`src/rtl/conv_pkg.sv`:
```
// rtl/conv_pkg.sv - shared FSM encoding and derived-size helpers for the conv window address generator
//
// Contents:
//   state_e    : IDLE / RUN / DONE encoding of the frame FSM
//   calc_out   : valid-convolution output extent (OW, OH) from image extent and kernel size
//   calc_pool  : pooled extent (PW, PH) from output extent and pooling factor (floor)
//   cnt_w      : register width needed to hold 0..max_val (never below 1 bit)

package conv_pkg;

  typedef enum logic [1:0] {
    ST_IDLE = 2'd0,
    ST_RUN  = 2'd1,
    ST_DONE = 2'd2
  } state_e;

  function automatic int calc_out(input int img, input int k);
    return img - k + 1;
  endfunction

  function automatic int calc_pool(input int o, input int pool);
    return (pool > 0) ? (o / pool) : 0;
  endfunction

  function automatic int cnt_w(input int max_val);
    return (max_val < 1) ? 1 : $clog2(max_val + 1);
  endfunction

endpackage

```
`src/rtl/COUNTER_LAB.sv`:
```
// rtl/COUNTER_LAB.sv - wrap counter used for each level of the loop nest
//
// Ports:
//   clk_i   : clock
//   rst_i   : synchronous active-high reset
//   clr_i   : synchronous clear to 0 (wins over en_i)
//   en_i    : advance by one; wraps from MAX back to 0
//   nxt_o   : value the counter holds after this edge
//   wrap_o  : en_i while at MAX, i.e. enable for the next outer level

module COUNTER_LAB #(
  parameter int MAX = 1,
  parameter int W   = 1
) (
  input  logic         clk_i,
  input  logic         rst_i,
  input  logic         clr_i,
  input  logic         en_i,
  output logic [W-1:0] nxt_o,
  output logic         wrap_o
);

  logic [W-1:0] cnt_q;
  logic [W-1:0] cnt_d;
  logic         at_max;

  assign at_max = (cnt_q == W'(MAX));
  assign wrap_o = en_i && at_max;
  assign nxt_o  = cnt_d;

  always_comb begin
    cnt_d = cnt_q;
    if (clr_i) begin
      cnt_d = '0;
    end else if (en_i) begin
      cnt_d = at_max ? '0 : (cnt_q + W'(1));
    end
  end

  always_ff @(posedge clk_i) begin
    if (rst_i) begin
      cnt_q <= '0;
    end else begin
      cnt_q <= cnt_d;
    end
  end

endmodule

```
`src/rtl/conv_window_addr_gen.sv`:
```
// rtl/conv_window_addr_gen.sv - read-address generator walking convolution windows with optional 2x2 pool grouping
//
// Ports:
//   iCLK       : clock
//   iRST       : synchronous active-high reset
//   iSTART     : one-cycle frame start request (honoured only when idle)
//   iABORT     : terminate the frame in progress
//   iREADY     : consumer ready; a beat transfers on oVALID && iREADY
//   oVALID     : oADDR carries a valid read address
//   oADDR      : registered read address
//   oWIN_LAST  : last tap of the last channel of a window (accumulator flush)
//   oBUSY      : frame in progress
//   oDONE      : one-cycle pulse after the final beat

module conv_window_addr_gen
  import conv_pkg::*;
#(
  parameter int IMG_W = 14,
  parameter int IMG_H = 18,
  parameter int K     = 3,
  parameter int POOL  = 2,
  parameter int N_CH  = 1,
  parameter int REP   = 112,
  parameter int AW    = 9
) (
  input  logic          iCLK,
  input  logic          iRST,
  input  logic          iSTART,
  input  logic          iABORT,
  input  logic          iREADY,
  output logic          oVALID,
  output logic [AW-1:0] oADDR,
  output logic          oWIN_LAST,
  output logic          oBUSY,
  output logic          oDONE
);

  localparam int OW    = calc_out(IMG_W, K);
  localparam int OH    = calc_out(IMG_H, K);
  localparam int PW    = calc_pool(OW, POOL);
  localparam int PH    = calc_pool(OH, POOL);
  localparam int PLANE = IMG_W * IMG_H;

  localparam int KXW = cnt_w(K - 1);
  localparam int KYW = cnt_w(K - 1);
  localparam int CHW = cnt_w(N_CH - 1);
  localparam int RPW = cnt_w(REP - 1);
  localparam int SBW = cnt_w(POOL * POOL - 1);
  localparam int PXW = cnt_w(PW - 1);
  localparam int PYW = cnt_w(PH - 1);

  if (K < 1 || K > 7) begin : g_bad_k
    $fatal(1, "conv_window_addr_gen: K must be in 1..7");
  end
  if (K > IMG_W || K > IMG_H) begin : g_bad_kernel_fit
    $fatal(1, "conv_window_addr_gen: kernel larger than the image");
  end
  if (POOL < 1 || POOL > 2) begin : g_bad_pool
    $fatal(1, "conv_window_addr_gen: POOL must be 1 or 2");
  end
  if (PW < 1 || PH < 1) begin : g_bad_pooled_size
    $fatal(1, "conv_window_addr_gen: pooled output extent is zero");
  end
  if (AW < $clog2(N_CH * PLANE)) begin : g_bad_aw
    $fatal(1, "conv_window_addr_gen: AW too small for N_CH*IMG_W*IMG_H");
  end

  state_e state_q;
  state_e state_d;

  logic xfer;
  logic clr;
  logic frame_end;

  logic [KXW-1:0] kx_n;
  logic [KYW-1:0] ky_n;
  logic [CHW-1:0] ch_n;
  logic [RPW-1:0] rep_unused;
  logic [SBW-1:0] sub_n;
  logic [PXW-1:0] px_n;
  logic [PYW-1:0] py_n;

  logic kx_wrap;
  logic ky_wrap;
  logic ch_wrap;
  logic rep_wrap;
  logic sub_wrap;
  logic px_wrap;
  logic py_wrap;

  logic [AW-1:0] addr_d;
  logic [AW-1:0] addr_q;
  logic          win_d;
  logic          win_q;

  assign xfer = (state_q == ST_RUN) && iREADY;
  // Abort clears the whole nest so the next start always begins at address 0.
  assign clr  = (state_q == ST_RUN) && iABORT;

  // Innermost to outermost; each wrap enables the next level out.
  COUNTER_LAB #(.MAX(K - 1),        .W(KXW)) u_kx (
    .clk_i(iCLK), .rst_i(iRST), .clr_i(clr), .en_i(xfer),     .nxt_o(kx_n),       .wrap_o(kx_wrap));
  COUNTER_LAB #(.MAX(K - 1),        .W(KYW)) u_ky (
    .clk_i(iCLK), .rst_i(iRST), .clr_i(clr), .en_i(kx_wrap),  .nxt_o(ky_n),       .wrap_o(ky_wrap));
  COUNTER_LAB #(.MAX(N_CH - 1),     .W(CHW)) u_ch (
    .clk_i(iCLK), .rst_i(iRST), .clr_i(clr), .en_i(ky_wrap),  .nxt_o(ch_n),       .wrap_o(ch_wrap));
  COUNTER_LAB #(.MAX(REP - 1),      .W(RPW)) u_rep (
    .clk_i(iCLK), .rst_i(iRST), .clr_i(clr), .en_i(ch_wrap),  .nxt_o(rep_unused), .wrap_o(rep_wrap));
  COUNTER_LAB #(.MAX(POOL*POOL - 1), .W(SBW)) u_sub (
    .clk_i(iCLK), .rst_i(iRST), .clr_i(clr), .en_i(rep_wrap), .nxt_o(sub_n),      .wrap_o(sub_wrap));
  COUNTER_LAB #(.MAX(PW - 1),       .W(PXW)) u_px (
    .clk_i(iCLK), .rst_i(iRST), .clr_i(clr), .en_i(sub_wrap), .nxt_o(px_n),       .wrap_o(px_wrap));
  COUNTER_LAB #(.MAX(PH - 1),       .W(PYW)) u_py (
    .clk_i(iCLK), .rst_i(iRST), .clr_i(clr), .en_i(px_wrap),  .nxt_o(py_n),       .wrap_o(py_wrap));

  // Outermost wrap can only fire when every inner level wraps on the same transfer.
  assign frame_end = py_wrap;

  always_comb begin
    state_d = state_q;
    unique case (state_q)
      ST_IDLE: if (iSTART) state_d = ST_RUN;
      ST_RUN: begin
        if (iABORT) begin
          state_d = ST_IDLE;
        end else if (frame_end) begin
          state_d = ST_DONE;
        end
      end
      ST_DONE: state_d = ST_IDLE;
      default: state_d = ST_IDLE;
    endcase
  end

  always_ff @(posedge iCLK) begin
    if (iRST) begin
      state_q <= ST_IDLE;
    end else begin
      state_q <= state_d;
    end
  end

  // Address is formed from the counters' next values and registered, so it
  // lines up with the counter state and holds while the consumer stalls.
  // Every product has a parameter as one operand.
  always_comb begin
    logic [AW-1:0] sx;
    logic [AW-1:0] sy;
    logic [AW-1:0] row;
    logic [AW-1:0] col;
    sx     = AW'(sub_n) % AW'(POOL);
    sy     = AW'(sub_n) / AW'(POOL);
    row    = AW'(py_n) * AW'(POOL) + sy + AW'(ky_n);
    col    = AW'(px_n) * AW'(POOL) + sx + AW'(kx_n);
    addr_d = AW'(ch_n) * AW'(PLANE) + row * AW'(IMG_W) + col;
    win_d  = (ch_n == CHW'(N_CH - 1)) && (ky_n == KYW'(K - 1)) && (kx_n == KXW'(K - 1));
  end

  always_ff @(posedge iCLK) begin
    if (iRST) begin
      addr_q <= '0;
      win_q  <= 1'b0;
    end else begin
      addr_q <= addr_d;
      win_q  <= win_d;
    end
  end

  assign oVALID    = (state_q == ST_RUN);
  assign oBUSY     = (state_q == ST_RUN);
  assign oDONE     = (state_q == ST_DONE);
  assign oADDR     = addr_q;
  assign oWIN_LAST = win_q;

endmodule

```
`config.mk`:
```
export PLATFORM = sky130hd
export DESIGN_NAME = conv_window_addr_gen
export DESIGN_NICKNAME = d
export VERILOG_FILES = /design/src/rtl/conv_pkg.sv /design/src/rtl/COUNTER_LAB.sv /design/src/rtl/conv_window_addr_gen.sv
export SDC_FILE = /design/constraint.sdc
export NUM_CORES = 1
export LEC_CHECK = 0
export CAP_MARGIN = 20
export CORE_MARGIN = 5
export CORE_UTILIZATION = 40
export CTS_BUF_LIST = sky130_fd_sc_hd__clkbuf_16
export CTS_CLUSTER_SIZE = 28
export DETAILED_ROUTE_END_ITERATION = 10
export RECOVER_POWER = 25
export SLEW_MARGIN = 40
export SYNTH_ARGS = -nofsm -noshare
export SYNTH_HDL_FRONTEND = slang
export SYNTH_SLANG_ARGS = --single-unit
```
`constraint.sdc`:
```
create_clock -name iCLK -period 5.3 [get_ports iCLK]
set_input_delay 0.795 -clock iCLK [delete_from_list [all_inputs] [get_ports iCLK]]
set_output_delay 0.795 -clock iCLK [all_outputs]
set_load 0.02 [all_outputs]
```
==> metrics.yaml, run 1 <==
power:
  p_int_uw: 471.4
  p_leak_uw: 0.001473
  ir_drop_v: 0.0001269
  p_sw_share_pct: 20.11
  p_clk_share_pct: 54.4
  p_per_area_mw_per_mm2: 194.9
  p_sw_uw: 118.6
  seqPwrFrac_pct: 41.3
  combinationalPowerShare_pct: 4.3
layout:
  final_cell_mix: "buf_4, dfxtp_1, nor2_1, nand2_1, ha_1"
  fillerInstances: 490
  nets: 352
  diodes: 0
  layout-drive-gt1-share_pct: 24.76
  post-route-util_pct: 55.65
  syn_to_final_growth_pct: 37.44
  final_common_cell: "buf_4"
hold_path:
  hp-class: "flip-flop to flip-flop"
  whs_path_depth: 1
  min_to: "state_q[0]"
  holdCritStartpoint: "state_q[1]"
synth:
  ys_seq_area_share_pct: 29.09
  yosys_warnings: 0
  ys_types: 43
  ys_ff_latch: 32
  synthCells: 250
  syn_nets: 288
  synth.avg_cell_area_um2: 8.808
  synthesis.area_mm2: 0.002202
critical_path:
  path_class: "input port to flip-flop"
  worstSetupEndpointType: "flip-flop"
  r2r-end: "oADDR[8]"
  crit_fanout: 3
  critPathMaxStageDelay_ns: 0.51
  crit_slowest_cell: "or4_4"
  cp_data_required_time_ns: 5.46
  startpoint_type: "input port"
  timing.rr.start: "u_ky.cnt_q[0]"
  critical_path.cell_chain: "buf_6 > nand3b_4 > or4_4 > nor2_4 > mux2i_1 > nor2_1 > ha_2 > fa_2 > inv_4 > xnor2_4 > inv_2 > fa_1 > ha_2 > fa_2 > xor2_1 > ha_1 > ha_4 > nand3_1 > o221ai_2 > o41ai_2 > xor2_1 > and3_1 > nor3_2"
  r2r_cells: 22
  arrival_ns: 5.42
  rrSetupSlack_ns: 0.11
global_routing:
  antenna_found_initial: 0
  grt.total_usage_pct: 14.42
  grt_pass1_vias: 1886
  grt_max_degree: 23
  grt_pass1_wl_um: 8493
  overflow: 0
timing:
  fin_setup_tns_ns: 0
  finalCritPeriodShare_pct: 99.31
  hold_viol_final: 0
  skew_ns: 0.003248
  slew_violations: 0
  rsz0062_at_grt: "true"
  fmax_mhz: 190.0
  setup_ws_ns: 0.03667
  worst_slew_pin_slew_ns: 0.5811
  final-setup-viol-count: 0
  layout_min_cycle_time_ns: 5.263
  max_slew_margin_pct: 61.09
run_status:
  status: "finished, final reports clean"
clock_network:
  cts_sinks: 32
  worstSkewPairLatency_ns: 0.28
  clock_path_buffers: 2
  postCtsHoldBufs: 0
  path_clk_slew_ns: 0.05
  root_buffer: "clkbuf_16"
  cts_made_buffers: 5
  htreeDepth: 2
  tritoncts: "done"
place:
  hpwlAfterDp_um: 3492
  place_ws_ns: -0.6613
  port_buffers: 17
  place_congestion: 0.7243
drt:
  num_vias: 1885
  ant_nets: 0
  drt_iter0_drc: 91
  routed_wl_um: 4716
  dr.pass1.iters: 4
  wl_per_cell_um: 12.19
  avgViaCountPerCell: 4.871
  drcViolationCount: 0
die:
  row_count: 27
  initial_core_util_pct: 40.49
  core_area_mm2: 0.005439
  fp.dieW_um: 84.20
  dieArea_mm2: 0.007089
  io_pins: 18
  die_h_um: 84.20
flow_run:
  maxCapViolCount: 0
[power by group through the flow]
stage / registers, µW / clock network (µW) / logic, µW
6_report: 244 / 321 / 25.2
5_1_grt: 244 / 336 / 28.3
4_1_cts: 243 / 327 / 25.8
3_5_place_dp: 249 / 0 / 25.5
3_3_place_gp: 249 / 0 / 25.6
2_1_floorplan: 249 / 0 / 13.4
[cells in the mapped netlist, drive strengths merged]
library cell  count  area, µm²
dfxtp            32      640.6
ha               26      325.3
nor2             24      90.09
nand2            21      78.83
inv              19      71.31
nor3             17      85.08
xor2             13      113.9
a21oi            12      60.06
a21o              7      52.55
fa                7      140.1
nor2b             7      43.79
and3              6      42.54
nand3             6      30.03
mux2i             5      50.05
xnor2             5      51.30
and2              4      25.02
clkbuf            4      15.01
nand2b            4      25.02
o21ai             4      20.02
or2               4      25.02
and4b             2      20.02
nand4             2      12.51
nor3b             2      15.01
nor4              2      27.53
o211a             2      20.02
a21boi            1      7.510
a31oi             1      6.260
and2b             1      7.510
and4              1      8.760
buf               1      7.510
mux2              1      15.01
nand3b            1      20.02
o2111ai           1      8.760
o211ai            1      7.510
o21a              1      7.510
o221ai            1      8.760
o41ai             1      8.760
or4               1      7.510
[area by class of cell]
cell class | count | area, µm² | share of cell area [%]
clock buffer | 5 | 125.1 | 4.134
clock inverter | 3 | 37.54 | 1.240
inverter | 19 | 73.82 | 2.439
multi-input combinational | 194 | 1558 | 51.47
sequential | 32 | 640.6 | 21.17
tap | 72 | 90.09 | 2.976
timing repair buffer | 62 | 501.7 | 16.58
[worst max-delay path: cells and delay by family]
kind	cells	cell delay [ns]
muxes	1	0.23
and+or+nand+nor	7	1.09
adders and majority gates	7	2.17
buffers and inverters	3	0.21
AOI/OAI and AO/OA	2	0.45
xor gates and xnor gates	3	0.47
[sequential cells by signal, indices dropped and copies added (netlist names)]
| name | flops |
|---|---|
| oADDR | 9 |
| u_px.cnt_q | 3 |
| u_kx.cnt_q | 2 |
| state_q | 2 |
| u_ky.cnt_q | 2 |
| u_rep.cnt_q | 7 |
| u_sub.cnt_q | 2 |
| oWIN_LAST | 1 |
| u_ch.cnt_q | 1 |
| u_py.cnt_q | 3 |
[cells by family (layout without fill, tap and decap cells)]
group | Yosys count | after routing | synth area share, %
DFF | 32 | 32 | 29.09
muxes | 6 | 6 | 2.954
and+or+nand+nor | 105 | 105 | 25.62
adders and majority gates | 33 | 33 | 21.14
AOI/OAI and AO/OA | 32 | 32 | 9.433
buffers and inverters | 24 | 89 | 4.261
xor gates and xnor gates | 18 | 18 | 7.500
[metrics by stage]
stage,total power (µW),hold WS [ns],instances,instance area [µm²]
floorplan,262.5,0.4417,250,2258
global placement,274.3,0.4603,370,2766
detailed placement,274.2,0.4726,370,2766
global route,607.9,0.5050,387,3027
finish,590.0,0.4769,387,3027
CTS,595.8,0.4814,385,2985
[how the worst max path moves through the flow]
| stage | slack (ns) | endpoint | from | cells after the start |
|---|---|---|---|---|
| floorplan | -0.03 | oADDR[8] | iREADY | 24 |
| global placement | -0.59 | oADDR[8] | iREADY | 25 |
| detailed placement | -0.66 | oADDR[8] | iREADY | 25 |
| CTS | -0.09 | oADDR[8] | iREADY | 25 |
| global route | -0.21 | oADDR[8] | iREADY | 22 |
| finish | 0.04 | oADDR[8] | iREADY | 23 |
[layer usage]
layer | wire (µm) | vias to the layer above | track usage, %
met1 | 2215 | 866 | 19.45
met4 | 85 | 0 | 5.263
li1 | - | 985 | -
met5 | 0 | - | 0
met2 | 2242 | 27 | 22.81
met3 | 173 | 7 | 2.846
[what timing repair did]
action,4_1_cts,5_1_grt
gates cloned,0,0
setup buffers,7,2
endpoints found under the hold margin,0,0
pin swaps,17,18
endpoints found under the setup margin,4,2
gates resized for setup,6,9
No activity file was read; power rests on OpenSTA's default activity.
==> inputs of run 2 (changes only) <==
- CORE_MARGIN: 5 -> default
- CORE_UTILIZATION: 40 -> 45
- PLACE_DENSITY: default -> 0.67
==> run 2 against run 1 <==
Against the previous run:
- clock power is 14% lower
- maximum frequency is 0.49% lower
- combinational power is 3% lower
- setup slack worse by 0.026 ns
- register-to-register slack worse by 0.02 ns
- sequential share of layout area is 0.19 points higher
- via count is 2.6% higher
- hold slack better by 0.0024 ns
- non-clock buffer count is 5 lower
- critical path depth stayed put
- critical path type unchanged
- highest routed layer unchanged
==> metrics.yaml, run 2 (synthesized netlist as in run 1, its figures left out) <==
power:
  p_leak_uw: 0.001451  # was 0.001473 µW
  p_per_area_mw_per_mm2: 180.9  # was 194.9 mW/mm²
  power_uw: 542.7  # was 590.0 µW
  ir_drop_v: 0.0001095  # was 0.0001269 V
drt:
  drt_iter0_drc: 69  # was 91
  ant_nets: 0  # unchanged
  avgViaCountPerCell: 5.130  # was 4.871
  wl_per_cell_um: 12.61  # was 12.19 µm
  drcViolationCount: 0  # unchanged
  dr.pass1.iters: 4  # unchanged
  routed_wl_um: 4754  # was 4716 µm
  num_vias: 1934  # was 1885
die:
  fp.dieW_um: 71.96  # was 84.20 µm
  row_count: 25  # was 27
  die_h_um: 71.96  # was 84.20 µm
  io_pins: 18  # unchanged
  initial_core_util_pct: 46.62  # was 40.49%
  dieArea_mm2: 0.005178  # was 0.007089 mm²
  core_area_mm2: 0.004723  # was 0.005439 mm²
place:
  port_buffers: 17  # unchanged
  place_ws_ns: -0.7849  # was -0.6613 ns
  place_congestion: 0.8526  # was 0.7243
  place_inst: 364  # was 370
  dpl_cell_area_mm2: 0.002753  # was 0.002766 mm²
  hpwlAfterDp_um: 3577  # was 3492 µm
hold_path:
  hp-class: "flip-flop to flip-flop"  # unchanged
  whs_path_depth: 2  # was 1
  min_to: "u_rep.cnt_q[1]"  # was state_q[0]
  holdCritStartpoint: "u_rep.cnt_q[1]"  # was state_q[1]
layout:
  syn_to_final_growth_pct: 36.19  # was 37.44%
  final_cell_mix: "buf_4, dfxtp_1, nand2_1, nor2_1, ha_1"  # was buf_4, dfxtp_1, nor2_1, nand2_1, ha_1
  nets: 347  # was 352
  largest_reg_flops: 9  # unchanged
  fin_cells: 377  # was 387
  layout-drive-gt1-share_pct: 25.81  # was 24.76%
  final_common_cell: "buf_4"  # unchanged
  diodes: 0  # unchanged
  fin_area_mm2: 0.002999  # was 0.003027 mm²
critical_path:
  cp_num_buf_inv: 3  # unchanged
  critPathMaxStageDelay_ns: 0.51  # about the same
  r2r_cells: 22  # unchanged
  cp_data_required_time_ns: 5.45  # was 5.46 ns
  rrSetupSlack_ns: 0.09  # was 0.11 ns
  path_class: "input port to flip-flop"  # unchanged
  critical_path.cell_chain: "buf_6 > nand3b_4 > or4_4 > nor2_4 > mux2i_2 > nor2_1 > ha_2 > fa_2 > inv_4 > xnor2_4 > inv_2 > fa_1 > ha_2 > fa_2 > a21o_1 > a21oi_2 > xor2_1 > ha_1 > ha_4 > o41ai_2 > xor2_1 > and3_1 > nor3_1"  # was buf_6 > nand3b_4 > or4_4 > nor2_4 > mux2i_1 > nor2_1 > ha_2 > fa_2 > inv_4 > xnor2_4 > inv_2 > fa_1 > ha_2 > fa_2 > xor2_1 > ha_1 > ha_4 > nand3_1 > o221ai_2 > o41ai_2 > xor2_1 > and3_1 > nor3_2
  timing.rr.start: "u_ky.cnt_q[0]"  # unchanged
  startpoint_type: "input port"  # unchanged
  crit_slowest_cell: "or4_4"  # unchanged
  worstSetupEndpointType: "flip-flop"  # unchanged
  critPathTopFamily: "adder cells"  # unchanged
  arrival_ns: 5.44  # was 5.42 ns
  r2r-end: "oADDR[8]"  # unchanged
  crit_fanout: 3  # unchanged
  crit_start: "iREADY"  # unchanged
timing:
  finalCritPeriodShare_pct: 99.80  # was 99.31%
  fmax_mhz: 189.1  # was 190.0 MHz
  skew_ns: 0.004146  # was 0.003248 ns
  whs_ns: 0.4793  # was 0.4769 ns
  worst_slew_pin_slew_ns: 0.5687  # was 0.5811 ns
  layout_min_cycle_time_ns: 5.289  # was 5.263 ns
  slew_violations: 0  # unchanged
  hold_viol_final: 0  # unchanged
  setup_ws_ns: 0.01076  # was 0.03667 ns
  max_slew_margin_pct: 61.92  # was 61.09%
  rsz0062_at_grt: "true"  # unchanged
  final-setup-viol-count: 0  # unchanged
clock_network:
  cts_made_buffers: 5  # unchanged
  cts_sinks: 32  # unchanged
  path_clk_slew_ns: 0.05  # about the same
  clock_path_buffers: 2  # unchanged
  tritoncts: "done"  # unchanged
  worstSkewPairLatency_ns: 0.28  # about the same
  htreeDepth: 2  # unchanged
  postCtsHoldBufs: 0  # unchanged
  root_buffer: "clkbuf_16"  # unchanged
global_routing:
  grt_pass1_vias: 1823  # was 1886
  grt.total_usage_pct: 19.96  # was 14.42%
  grt_max_degree: 23  # unchanged
  antenna_found_initial: 0  # unchanged
  overflow: 0  # unchanged
  grt_pass1_wl_um: 7969  # was 8493 µm
run_status:
  status: "finished, final reports clean"  # unchanged
flow_run:
  maxCapViolCount: 0  # unchanged
## run 2: stage by stage
step,utilization [%],TNS (ns)
floorplan,-,-0.02593
global placement,58.28,-1.664
detailed placement,58.28,-2.246
CTS,61.93,-0.1289
global route,63.50,-0.2207
finish,63.50,0
## run 2: how the worst max path moves through the flow
stage	endpoint	slack, ns	depth (start not counted)
final	oADDR[8]	0.01	23
after global routing	oADDR[8]	-0.22	25
after CTS	oADDR[8]	-0.13	25
after detailed placement	oADDR[8]	-0.78	25
after global placement	oADDR[8]	-0.60	25
after floorplan	oADDR[8]	-0.03	24
## run 2: what timing repair did
item                                    in CTS  in global routing
cloned                                       0                  0
pin swaps                                   16                 15
buffers inserted                             3                  2
gates resized for setup                      8                 13
endpoints found under the setup margin       4                  3
## run 2: tightest hold or removal path: stages, from the launching register on
cell	delay, ns
dfxtp_1	0.32
nand2_1	0.06
a21oi_1	0.05
## run 2: where the power goes
group          internal (µW)  switching [µW]  leakage, µW
combinational           10.1            14.4      0.00112
clock                    170             104    0.0000710
sequential               242            1.26     0.000258
total                    423             120      0.00145
## run 2: area by class of cell
type | instances | area [µm²]
Clock buffer | 5 | 125.1
Clock inverter | 3 | 13.76
Fill cell | 411 | 1724
Inverter | 19 | 73.82
Multi-Input combinational cell | 194 | 1599
Sequential cell | 32 | 640.6
Tap cell | 67 | 83.83
Timing Repair Buffer | 57 | 462.9
## run 2: routing by layer
metal | GRT usage (%) | up-vias | part of all wire [%]
met5 | 0 | - | 0
met4 | 7.843 | 0 | 0.97
met3 | 4.861 | 5 | 3.7
met2 | 32.39 | 28 | 48
met1 | 25.72 | 923 | 47
li1 | - | 978 | -
==> inputs of run 3 (changes only) <==
- CORE_UTILIZATION: 45 -> 35
- CTS_CLUSTER_DIAMETER: default -> 120
- PLACE_DENSITY: 0.67 -> default
==> run 3 against run 2 <==
Against the previous run:
- maximum frequency up 0.75%
- non-clock buffer count is 2 higher
- hold slack got worse by 0.0040 ns
- power is 7.8% higher
- critical path depth grew 2
- final cell count rose by 2.7%
- clock skew is 0.00080 ns higher
- core utilization down 13 points
- clock-buffer cell count is the same
- flip-flop and latch count did not move
- critical path type unchanged
- largest cell class unchanged
==> metrics.yaml, run 3 (synthesized netlist as in run 1, its figures left out) <==
run_status:
  status: "finished, final reports clean"  # unchanged
hold_path:
  hp-class: "flip-flop to flip-flop"  # unchanged
  whs_path_depth: 1  # was 2
  holdCritStartpoint: "state_q[1]"  # was u_rep.cnt_q[1]
  min_to: "state_q[0]"  # was u_rep.cnt_q[1]
die:
  initial_core_util_pct: 36.76  # was 46.62%
  core_area_mm2: 0.005991  # was 0.004723 mm²
  row_count: 28  # was 25
  dieArea_mm2: 0.006613  # was 0.005178 mm²
  io_pins: 18  # unchanged
  fp.dieW_um: 81.32  # was 71.96 µm
  die_h_um: 81.32  # was 71.96 µm
global_routing:
  overflow: 0  # unchanged
  grt.total_usage_pct: 14.97  # was 19.96%
  grt_pass1_wl_um: 7686  # was 7969 µm
  grt_max_degree: 23  # unchanged
  antenna_found_initial: 0  # unchanged
  grt_pass1_vias: 1771  # was 1823
critical_path:
  arrival_ns: 5.44  # about the same
  r2r_cells: 24  # was 22
  crit_fanout: 2  # was 3
  cp_data_required_time_ns: 5.50  # was 5.45 ns
  crit_start: "iREADY"  # unchanged
  critPathTopFamily: "adder cells"  # unchanged
  timing.rr.start: "u_ky.cnt_q[0]"  # unchanged
  rrSetupSlack_ns: 0.13  # was 0.09 ns
  crit_slowest_cell: "or4_4"  # unchanged
  r2r-end: "oADDR[8]"  # unchanged
  startpoint_type: "input port"  # unchanged
  path_class: "input port to flip-flop"  # unchanged
  cp_num_buf_inv: 3  # unchanged
  worstSetupEndpointType: "flip-flop"  # unchanged
  critPathMaxStageDelay_ns: 0.51  # about the same
timing:
  worst_slew_pin_slew_ns: 0.6152  # was 0.5687 ns
  hold_viol_final: 0  # unchanged
  fin_setup_tns_ns: 0  # unchanged
  fmax_mhz: 190.5  # was 189.1 MHz
  skew_ns: 0.004947  # was 0.004146 ns
  slew_violations: 0  # unchanged
  finalCritPeriodShare_pct: 99.05  # was 99.80%
  whs_ns: 0.4753  # was 0.4793 ns
  layout_min_cycle_time_ns: 5.250  # was 5.289 ns
  max_slew_margin_pct: 58.80  # was 61.92%
  final-setup-viol-count: 0  # unchanged
  rsz0062_at_grt: "true"  # unchanged
layout:
  nets: 349  # was 347
  fillerInstances: 564  # was 411
  final_cell_mix: "buf_4, dfxtp_1, nor2_1, nand2_1, ha_1"  # was buf_4, dfxtp_1, nand2_1, nor2_1, ha_1
  syn_to_final_growth_pct: 36.65  # was 36.19%
  layout-drive-gt1-share_pct: 24.68  # was 25.81%
  final_common_cell: "buf_4"  # unchanged
  fin_cells: 387  # was 377
  largest_reg_flops: 9  # unchanged
  multiInputGateArea_mm2: 0.001563  # was 0.001599 mm²
  ff_latch_area_um2: 641.9  # was 640.6 µm²
  diodes: 0  # unchanged
power:
  ir_drop_v: 0.0001323  # was 0.0001095 V
  p_leak_uw: 0.001469  # was 0.001451 µW
  p_per_area_mw_per_mm2: 194.4  # was 180.9 mW/mm²
  power_uw: 585.1  # was 542.7 µW
drt:
  ant_nets: 0  # unchanged
  avgViaCountPerCell: 4.850  # was 5.130
  routed_wl_um: 4567  # was 4754 µm
  num_vias: 1877  # was 1934
  drt_iter0_drc: 91  # was 69
  drcViolationCount: 0  # unchanged
  dr.pass1.iters: 4  # unchanged
  wl_per_cell_um: 11.80  # was 12.61 µm
clock_network:
  postCtsHoldBufs: 0  # unchanged
  htreeDepth: 2  # unchanged
  tritoncts: "done"  # unchanged
  clock_path_buffers: 2  # unchanged
  worstSkewPairLatency_ns: 0.27  # was 0.28 ns
  path_clk_slew_ns: 0.05  # about the same
  cts_sinks: 32  # unchanged
  cts_made_buffers: 5  # unchanged
  root_buffer: "clkbuf_16"  # unchanged
place:
  port_buffers: 17  # unchanged
  place_inst: 370  # was 364
  hpwlAfterDp_um: 3423  # was 3577 µm
  place_congestion: 0.7733  # was 0.8526
flow_run:
  maxCapViolCount: 0  # unchanged
run 3: cell type report:
type / count / share of cell area (%)
sequential: 32 / 21.33
timing repair buffer: 59 / 15.76
inverter: 19 / 2.453
clock inverter: 3 / 1.247
clock buffer: 5 / 4.158
multi-input combinational: 194 / 51.93
tap: 75 / 3.118
run 3: how the worst max path moves through the flow:
stage / to / cells after the start / slack, ns
2_1_floorplan: oADDR[8] / 24 / -0.03
3_3_place_gp: oADDR[8] / 25 / -0.62
3_5_place_dp: oADDR[8] / 25 / -0.68
4_1_cts: oADDR[8] / 25 / -0.08
5_1_grt: oADDR[8] / 22 / -0.17
6_report: oADDR[8] / 25 / 0.05
run 3: where the power goes:
part | internal [µW] | switching, µW
logic | 10.0 | 13.9
registers | 242 | 1.24
clock network | 218 | 99.6
total | 470 | 115
run 3: through the flow:
step	util [%]	area, µm²	setup slack, ns
floorplan	-	2258	-0.02593
global placement	45.86	2748	-0.6220
detailed placement	45.78	2743	-0.6763
CTS	49.44	2962	-0.07986
global route	50.23	3009	-0.1722
finish	50.23	3009	0.05009
run 3: routing by layer:
| layer | routed length (µm) | GRT usage, % | vias to the layer above |
|---|---|---|---|
| met3 | 154 | 2.022 | 6 |
| li1 | - | - | 976 |
| met5 | 0 | 0 | - |
| met2 | 2122 | 24.42 | 34 |
| met1 | 2219 | 19.99 | 861 |
| met4 | 71 | 5.357 | 0 |
run 3: what timing repair did:
| item | CTS | global route |
|---|---|---|
| endpoints found under the setup margin | 4 | 2 |
| resized for setup | 6 | 13 |
| setup buffers | 7 | 2 |
| pin swaps | 17 | 15 |
